## src/rtl/instr_fetch_if.sv

```systemverilog
// instr_fetch_if: memory read port, redirect input and decode-side prefetch handshake of the fetch unit
interface instr_fetch_if #(
    parameter int ADDR_W     = 16,
    parameter int DATA_W     = 8,
    parameter int FIFO_DEPTH = 4
);
    localparam int CNT_W = $clog2(FIFO_DEPTH) + 1;
    logic              mem_rd_req;
    logic [ADDR_W-1:0] mem_rd_addr;
    logic              mem_rd_ack;
    logic              mem_rd_valid;
    logic [DATA_W-1:0] mem_rd_data;
    logic              redir_valid;
    logic [ADDR_W-1:0] redir_pc;
    logic              ins_valid;
    logic [DATA_W-1:0] ins_data;
    logic [ADDR_W-1:0] ins_pc;
    logic              ins_ready;
    logic [CNT_W-1:0]  fifo_count;
    modport master (
        output mem_rd_req, mem_rd_addr, ins_valid, ins_data, ins_pc, fifo_count,
        input  mem_rd_ack, mem_rd_valid, mem_rd_data, redir_valid, redir_pc, ins_ready
    );
    modport slave (
        input  mem_rd_req, mem_rd_addr, ins_valid, ins_data, ins_pc, fifo_count,
        output mem_rd_ack, mem_rd_valid, mem_rd_data, redir_valid, redir_pc, ins_ready
    );
endinterface

```

## src/rtl/instr_fetch_unit.sv

```systemverilog
// instr_fetch_unit: owns the PC, issues one byte read at a time and buffers PC-tagged bytes
// in a prefetch FIFO; taken jumps redirect the PC and flush stale bytes.
module instr_fetch_unit #(
    parameter int              ADDR_W     = 16,
    parameter int              DATA_W     = 8,
    parameter int              FIFO_DEPTH = 4,
    parameter logic [ADDR_W-1:0] RESET_VEC = 16'hFFFC
) (
    input  logic          clk,
    input  logic          reset,
    instr_fetch_if.master bus
);
    localparam int PTR_W = $clog2(FIFO_DEPTH);
    localparam int CNT_W = PTR_W + 1;
    typedef enum logic [1:0] {IDLE, REQ, WAIT, DROP} state_t;
    state_t            r_state, w_nxt;
    logic              r_req;
    logic [ADDR_W-1:0] r_fetch_pc, r_req_pc;
    logic [DATA_W-1:0] r_data [FIFO_DEPTH];
    logic [ADDR_W-1:0] r_pc [FIFO_DEPTH];
    logic [PTR_W-1:0]  r_wr_ptr, r_rd_ptr;
    logic [CNT_W-1:0]  r_count, w_count_nxt;
    logic              w_ack, w_push, w_pop, w_credit, w_drop;
    assign w_ack       = r_state == REQ && bus.mem_rd_ack;
    assign w_push      = r_state == WAIT && bus.mem_rd_valid;
    assign w_pop       = bus.ins_valid && bus.ins_ready;
    assign w_count_nxt = r_count + CNT_W'(w_push) - CNT_W'(w_pop);
    assign w_credit    = w_count_nxt < CNT_W'(FIFO_DEPTH);
    // A redirect must still swallow a response that has been accepted but not yet returned
    assign w_drop      = w_ack || ((r_state == WAIT || r_state == DROP) && !bus.mem_rd_valid);
    always_comb begin
        w_nxt = bus.redir_valid ? (w_drop ? DROP : REQ) :
                r_state == IDLE ? (w_credit ? REQ : IDLE) :
                r_state == REQ  ? (bus.mem_rd_ack ? WAIT : REQ) :
                r_state == WAIT ? (bus.mem_rd_valid ? (w_credit ? REQ : IDLE) : WAIT) :
                                  (bus.mem_rd_valid ? REQ : DROP);
    end
    always_ff @(posedge clk or negedge reset) begin
        if (!reset) begin
            r_state    <= IDLE;
            r_req      <= 1'b0;
            r_fetch_pc <= RESET_VEC;
            r_req_pc   <= '0;
            r_wr_ptr   <= '0;
            r_rd_ptr   <= '0;
            r_count    <= '0;
        end else begin
            r_state    <= w_nxt;
            r_req      <= w_nxt == REQ;
            r_fetch_pc <= bus.redir_valid ? bus.redir_pc : w_ack ? r_fetch_pc + 1'b1 : r_fetch_pc;
            r_req_pc   <= w_ack ? r_fetch_pc : r_req_pc;
            r_wr_ptr   <= bus.redir_valid ? '0 : w_push ? r_wr_ptr + 1'b1 : r_wr_ptr;
            r_rd_ptr   <= bus.redir_valid ? '0 : w_pop ? r_rd_ptr + 1'b1 : r_rd_ptr;
            r_count    <= bus.redir_valid ? '0 : w_count_nxt;
        end
    end
    always_ff @(posedge clk) begin
        if (w_push) begin
            r_data[r_wr_ptr] <= bus.mem_rd_data;
            r_pc[r_wr_ptr]   <= r_req_pc;
        end
    end
    assign bus.mem_rd_req  = r_req;
    assign bus.mem_rd_addr = r_fetch_pc;
    assign bus.fifo_count  = r_count;
    assign bus.ins_valid   = r_count != '0;
    // Head is forced to zero while empty so flushed bytes never appear on the outputs
    assign bus.ins_data    = bus.ins_valid ? r_data[r_rd_ptr] : '0;
    assign bus.ins_pc      = bus.ins_valid ? r_pc[r_rd_ptr] : '0;
endmodule
```

## src/flat_wrapper.sv

```systemverilog
// flat-port wrapper written by rule: the top's interface ports become plain ports
module instr_fetch_unit_flat 
#(
    parameter int              ADDR_W     = 16,
    parameter int              DATA_W     = 8,
    parameter int              FIFO_DEPTH = 4,
    parameter logic [ADDR_W-1:0] RESET_VEC = 16'hFFFC
)
  (clk, reset, bus_mem_rd_req, bus_mem_rd_addr, bus_ins_valid, bus_ins_data, bus_ins_pc, bus_fifo_count, bus_mem_rd_ack, bus_mem_rd_valid, bus_mem_rd_data, bus_redir_valid, bus_redir_pc, bus_ins_ready);
  instr_fetch_if #(.ADDR_W(ADDR_W), .DATA_W(DATA_W), .FIFO_DEPTH(FIFO_DEPTH)) bus_i ();
  input  logic clk;
  input  logic reset;
  output wire logic [$bits(bus_i.mem_rd_req)-1:0] bus_mem_rd_req;
  output wire logic [$bits(bus_i.mem_rd_addr)-1:0] bus_mem_rd_addr;
  output wire logic [$bits(bus_i.ins_valid)-1:0] bus_ins_valid;
  output wire logic [$bits(bus_i.ins_data)-1:0] bus_ins_data;
  output wire logic [$bits(bus_i.ins_pc)-1:0] bus_ins_pc;
  output wire logic [$bits(bus_i.fifo_count)-1:0] bus_fifo_count;
  input wire logic [$bits(bus_i.mem_rd_ack)-1:0] bus_mem_rd_ack;
  input wire logic [$bits(bus_i.mem_rd_valid)-1:0] bus_mem_rd_valid;
  input wire logic [$bits(bus_i.mem_rd_data)-1:0] bus_mem_rd_data;
  input wire logic [$bits(bus_i.redir_valid)-1:0] bus_redir_valid;
  input wire logic [$bits(bus_i.redir_pc)-1:0] bus_redir_pc;
  input wire logic [$bits(bus_i.ins_ready)-1:0] bus_ins_ready;
  assign bus_mem_rd_req = bus_i.mem_rd_req;
  assign bus_mem_rd_addr = bus_i.mem_rd_addr;
  assign bus_ins_valid = bus_i.ins_valid;
  assign bus_ins_data = bus_i.ins_data;
  assign bus_ins_pc = bus_i.ins_pc;
  assign bus_fifo_count = bus_i.fifo_count;
  assign bus_i.mem_rd_ack = bus_mem_rd_ack;
  assign bus_i.mem_rd_valid = bus_mem_rd_valid;
  assign bus_i.mem_rd_data = bus_mem_rd_data;
  assign bus_i.redir_valid = bus_redir_valid;
  assign bus_i.redir_pc = bus_redir_pc;
  assign bus_i.ins_ready = bus_ins_ready;
  instr_fetch_unit #(.ADDR_W(ADDR_W), .DATA_W(DATA_W), .FIFO_DEPTH(FIFO_DEPTH), .RESET_VEC(RESET_VEC)) u_core (.clk(clk), .reset(reset), .bus(bus_i));
endmodule
```

## config.mk

```make
export PLATFORM = sky130hd
export DESIGN_NAME = instr_fetch_unit_flat
export DESIGN_NICKNAME = d
export VERILOG_FILES = /design/src/rtl/instr_fetch_if.sv /design/src/rtl/instr_fetch_unit.sv /design/src/flat_wrapper.sv
export SDC_FILE = /design/constraint.sdc
export NUM_CORES = 1
export LEC_CHECK = 0
export CAP_MARGIN = 25
export CELL_PAD_IN_SITES_DETAIL_PLACEMENT = 1
export CELL_PAD_IN_SITES_GLOBAL_PLACEMENT = 1
export CORE_ASPECT_RATIO = 0.5
export CORE_MARGIN = 4
export CORE_UTILIZATION = 35
export DETAILED_ROUTE_END_ITERATION = 16
export GPL_TIMING_DRIVEN = 0
export HOLD_SLACK_MARGIN = 0.12
export PLACE_DENSITY = 0.74
export SLEW_MARGIN = 20
export SYNTH_ARGS = -nofsm -noshare
export SYNTH_HDL_FRONTEND = slang
export SYNTH_SLANG_ARGS = --single-unit
```

## constraint.sdc

```tcl
create_clock -name clk -period 2.6 [get_ports clk]
set_input_delay 0.26 -clock clk [delete_from_list [all_inputs] [get_ports clk]]
set_output_delay 0.26 -clock clk [all_outputs]
set_load 0.02 [all_outputs]
```

# == Word level (Yosys, flattened, before mapping) ==
# Memory sizes are Yosys's and may differ from the RTL's.
# Cells that the tools add are included.
# classes
eq_ne,4
n_addsub,5
reduce_logical,12
muxes,20
magnitude_cmp,1
# ops
op,n
16-bit 2-to-1 mux,3
2-bit 2-to-1 mux,12
"16-bit by 1-bit adder with 16-bit output, second input constant",1
8-bit 2-to-1 mux,1
2-bit nonzero test,3
"2-bit by 1-bit adder with 2-bit output, second input constant",2
"2-bit by 1-bit equality test with 1-bit output, second input constant",2
"2-bit equality test, second input constant",2
1-bit logical AND,4
3-bit by 1-bit adder with 3-bit output,1
"3-bit less-than comparator, second input constant",1
1-bit 2-to-1 mux,3
3-bit 2-to-1 mux,1
3-bit nonzero test,1
3-bit by 1-bit subtractor with 3-bit output,1
2-bit zero test,1
1-bit logical OR,2
1-bit zero test,1
# word_totals
inputBits,30
memories,2
output_inout_bits,45
ram_bits,96
regBits,42
# memory_table
name,words,word_bits,rd,rd_clocked_by_memory_dff,wr,line_no,rtl
u_core.r_pc,4,16,1,0,1,instr_fetch_unit.sv:20,logic [ADDR_W-1:0] r_pc [FIFO_DEPTH];
u_core.r_data,4,8,1,0,1,instr_fetch_unit.sv:19,logic [DATA_W-1:0] r_data [FIFO_DEPTH];

# == Depth between registers and ports, before layout ==
# depth
depth_word,12
mapped_depth,10
mapped_depth_nobuf,9

# == Worst setup path before layout ==
# No wires, ideal clock.
# synth_path
path_type,register -> register
start,"register u_core.r_count[1], in the netlist u_core.bus.fifo_count[1]"
end,register u_core.r_state[0]
setup_ns,0.131
arrival_time_ns,2.332
n_path_buf,1
path_stages_with_launch,11
slack_ns,0.137
cell_sequence,dfrtp_1 -> or3_1 -> clkbuf_1 -> and2_1 -> ha_1 -> inv_1 -> ha_1 -> inv_1 -> fa_1 -> xnor2_1 -> o21ai_0
# synth_via
elab_chain_len,10
elab_cells_between_ends,11
# synth_lines
item,line_no,rtl
start: declaration,instr_fetch_unit.sv:22,"logic [CNT_W-1:0] r_count, w_count_nxt;"
start signal: assignment,instr_fetch_unit.sv:54,r_count <= bus.redir_valid ? '0 : w_count_nxt;
branches (longest 2 deep; another with 3-bit by 1-bit adder with 3-bit output),n/a,
3-bit by 1-bit subtractor with 3-bit output *,instr_fetch_unit.sv:27,assign w_count_nxt = r_count + CNT_W'(w_push) - CNT_W'(w_pop);
3-bit less-than comparator *,instr_fetch_unit.sv:28,assign w_credit = w_count_nxt < CNT_W'(FIFO_DEPTH);
1-bit 2-to-1 mux *,"instr_fetch_unit.sv:33, instr_fetch_unit.sv:35",
2-bit 2-to-1 mux (2 in series),instr_fetch_unit.sv:35,r_state == WAIT ? (bus.mem_rd_valid ? (w_credit ? REQ : IDLE) : WAIT) :
2-bit 2-to-1 mux,instr_fetch_unit.sv:34,r_state == REQ ? (bus.mem_rd_ack ? WAIT : REQ) :
2-bit 2-to-1 mux *,instr_fetch_unit.sv:33,r_state == IDLE ? (w_credit ? REQ : IDLE) :
2-bit 2-to-1 mux *,instr_fetch_unit.sv:32,w_nxt = bus.redir_valid ? (w_drop ? DROP : REQ) :
net u_core.w_nxt[0],instr_fetch_unit.sv:16,"state_t r_state, w_nxt;"
end signal: assignment,instr_fetch_unit.sv:48,r_state <= w_nxt;
end: declaration,instr_fetch_unit.sv:16,
# Mark *: on every way through the listed nets, which the timed path passes.
# A chain may end at the register's enable or synchronous reset.

# == Worst setup path in the final report ==
# layout_path
start,"register u_core.r_count[2], in the netlist u_core.bus.fifo_count[2]"
end,output port bus_ins_pc[3]
# layout_via
elab_chain_len,2
# layout_lines
item,line_no,rtl
3-bit nonzero test,instr_fetch_unit.sv:66,assign bus.ins_valid = r_count != '0;
16-bit 2-to-1 mux,instr_fetch_unit.sv:69,assign bus.ins_pc = bus.ins_valid ? r_pc[r_rd_ptr] : '0;
end: declaration,flat_wrapper.sv:17,output wire logic [$bits(bus_i.ins_pc)-1:0] bus_ins_pc;
# No other way between the ends.

==> results by group <==
Detailed routing
  • DRT Wirelength: around 13 mm
  • Pre-antenna DRT Iters: 4
  • Drt via density: 4.79
  • Top routing layer used: met4
  • Detailed-route wire length per cell: about 19 microns
  • Routed Antenna Nets: 0
  • Vias: approximately 3,200
  • Met1 WL: 5.71 mm
  • DR WL met2: slightly above 6 mm
  • Initial drt markers: between 200 and 250
  • Post-route DRC: 0
  • Met3 WL: ~630 microns

Power
  • Leakage: about 0.0027 uW
  • VDD IR-drop max: ~510 uV
  • Power consumption: roughly 7300 uW
  • Pwr/cell area: 997 mW/mm^2

Global routing
  • Tot GR Track Use: 0.145
  • Largest net degree at the start of global routing: 25
  • First-pass GRT wire length: 20.3 mm
  • Initial antenna violation count: 0
  • Vias in the first global route: between 3,000 and 4,000
  • GR Overflow Total: 0

Clock network
  • Clk_lat worst skew: 0.42 ns
  • Num CTS Buffers: 17
  • CTS tree: built
  • # H-tree levels: 4
  • CTS max path bufs: 2
  • Worst-path clk slew: roughly 0.060 ns
  • Root buf cell: clkbuf_16
  • Num Clock Sinks: around 140

Synthesis
  • Leading area contributor after synthesis: edfxtp_1
  • Ys Warns: 0
  • Part of the Yosys area used for sequential elements: 0.695
  • Synth Register Bits: 138
  • Post-synthesis average cell area: between 15 and 20 sq um
  • Syn Nets: ~380
  • Yosys cell types: 36
  • Synth Instances: about 350
  • Synth area leaders: edfxtp_1 (51%), dfrtp_1 (12%), mux4_2 (9.5%), dfstp_2 (6.5%), and2_1 (3.3%)
  • Post-Syn Area: around 0.0057 sq mm
  • Area share of the largest cell type after synthesis: 0.507

Setup path
  • Critical setup path kind: reg2out
  • Worst r2r dst: u_core.bus.fifo_count[2]$_DFF_PN0_
  • Critical R2R Launch: u_core.bus.fifo_count[2]$_DFF_PN0_
  • Element type at the critical path start: register
  • CP peak stage delay: roughly 0.56 ns
  • Worst EP required: between 2 and 2.5 ns
  • R2r worst-path depth: 9
  • Crit path from: u_core.bus.fifo_count[2]$_DFF_PN0_
  • Slowest CP cell: clkdlybuf4s50_1
  • CP endpoint kind: output port
  • Crit path arrival time: roughly 2.2 ns
  • R2R Setup Slk: 0.14 ns
  • Cells along the critical path: or3_4 -> clkbuf_2 -> and2_1 -> clkdlybuf4s50_1
  • Worst setup path endpoint: bus_ins_pc[3]
  • Highest net fanout along the worst path: 10

Floorplanning
  • Die X: approximately 190 microns
  • Initial core utilization: 0.363
  • Top-level port count: 75
  • Die area: roughly 0.018 sq mm
  • Core Rows: 32
  • Die Y: between 90 and 100 microns
  • Core box area: 0.0157 sq mm

STA
  • Setup TNS: 0 ns
  • FMAX: between 400 and 500 MHz
  • Rel. slew slack: 0.555
  • Slew @ Worst Pin: roughly 0.67 ns
  • Slew Viols, Final: 0
  • Clock Skews: 0.00927 ns
  • Fin. Hold Viols: 0
  • Hold Slack: 0.371 ns
  • Final setup fails: 0
  • Final worst path period share: 0.958
  • Fin crit period: between 2 and 2.5 ns

Placement
  • Gpl congestion: a little over 0.7
  • DP Cell Count: between 600 and 700
  • Final HPWL DP: 8.44 mm
  • IO Port Bufs: 74

Final layout
  • Layout area overhead: 29.5%
  • Most common cell after layout, fill and taps aside: edfxtp_1
  • Most frequent cells in the layout: edfxtp_1 (96), clkdlybuf4s50_1 (55), dfrtp_1 (27)
  • # nets final: ~480
  • Share of cells above drive strength 1: 0.235
  • Number of diodes: 0
  • Cell Count, Final, Fillers Out: just under 700

Worst hold path
  • Hold WC Path Type: in2reg

Job
  • Max-cap viol count: 0

Outcome
  • Status: completed
-- through the flow --
stage	util	cell area (sq um)	setup WS, ns
2_1_floorplan	-	5680	0.137
4_1_cts	0.467	7320	-0.0760
5_1_grt	0.470	7360	-0.00778
3_3_place_gp	0.428	6700	-0.0949
3_5_place_dp	0.430	6730	-0.0822
6_report	0.470	7360	0.109
-- worst max-delay path, delay by kind of cell, from the launching register on --
kind          cells  cell delay, ns
buf+inv           2            0.76
simple gates      2            0.64
flops             1            0.41
-- cell families (layout without fill, tap and decap cells) --
family / after synthesis / after routing / synth area share
XOR/XNOR: 16 / 16 / 0.0247
flip-flops: 138 / 138 / 0.695
buffers and inverters: 27 / 134 / 0.0189
multiplexers: 42 / 42 / 0.130
adder cells (fa/ha/maj): 8 / 8 / 0.0189
AO/OA/AOI/OAI: 24 / 24 / 0.0231
AND/OR/NAND/NOR: 90 / 90 / 0.0890
-- cell usage after synthesis, drive strengths merged --
cell	instances
o31ai	1
and2	30
and3b	1
a22oi	1
nand2b	1
edfxtp	96
a221o	1
nor4	7
nor3	3
nor2b	3
or4	1
clkbuf	11
xnor2	12
nand2	19
or3	2
dfstp	14
xor2	4
dfrtp	28
nand3	8
fa	1
o21ai	17
mux2i	3
and4b	1
mux2	15
buf	7
ha	7
nor2	10
a21oi	3
mux4	24
inv	9
nand4	3
a31oi	1
nand3b	1
-- worst min-delay path by stage --
stage / startpoint / end / slack, ns / cells past startpoint
2_1_floorplan: reset / u_core.bus.fifo_count[0]$_DFF_PN0_ / -0.04 / 0
3_3_place_gp: u_core.r_req_pc[2]$_DFFE_PN0P_ / u_core.r_pc[3][2]$_DFFE_PP_ / 0.49 / 0
3_5_place_dp: reset / u_core.bus.mem_rd_req$_DFF_PN0_ / 0.31 / 1
4_1_cts: bus_redir_pc[11] / u_core.bus.mem_rd_addr[11]$_DFFE_PN1P_ / 0.36 / 3
5_1_grt: bus_redir_pc[5] / u_core.bus.mem_rd_addr[5]$_DFFE_PN1P_ / 0.37 / 3
6_report: bus_redir_pc[11] / u_core.bus.mem_rd_addr[11]$_DFFE_PN1P_ / 0.37 / 3
-- registers in the layout, indices dropped and copies added (netlist names) --
| name | count |
|---|---|
| u_core.bus.mem_rd_addr | 16 |
| u_core.r_rd_ptr | 2 |
| u_core.r_data | 32 |
| u_core.bus.fifo_count | 3 |
| u_core.r_wr_ptr | 2 |
| u_core.r_state | 2 |
| u_core.r_pc | 64 |
| u_core.bus.mem_rd_req | 1 |
| u_core.r_req_pc | 16 |
-- power breakdown --
group | leakage, uW | switching, uW | internal (uW) | total [uW]
combinational | 0.00105 | 990 | 1010 | 2000
sequential | 0.00135 | 296 | 2750 | 3050
clock | 0.000267 | 959 | 1330 | 2290
total | 0.00268 | 2240 | 5090 | 7340
-- final cells by class --
class / instances / area (sq um)
Fill cell: 1535 / 8290
Sequential cell: 138 / 3950
Multi-Input combinational cell: 180 / 1640
Timing Repair Buffer: 77 / 785
Clock buffer: 17 / 425
Tap cell: 221 / 277
Clock inverter: 15 / 144
Buffer: 16 / 103
Inverter: 9 / 33.8
-- per-layer routing --
layer,GRT usage,up-vias
met5,0,-
met4,0.0395,0
met3,0.0464,13
met2,0.238,62
met1,0.187,1666
li1,-,1482
-- timing repair --
item / in CTS / in global routing
setup endpoints to repair: 23 / 11
hold buffers: 1 / 0
buffers inserted: 0 / 1
gates resized for setup: 23 / 12
pin swaps: 0 / 2
hold endpoints to repair: 14 / 0
(Power assumes the default switching activity.)
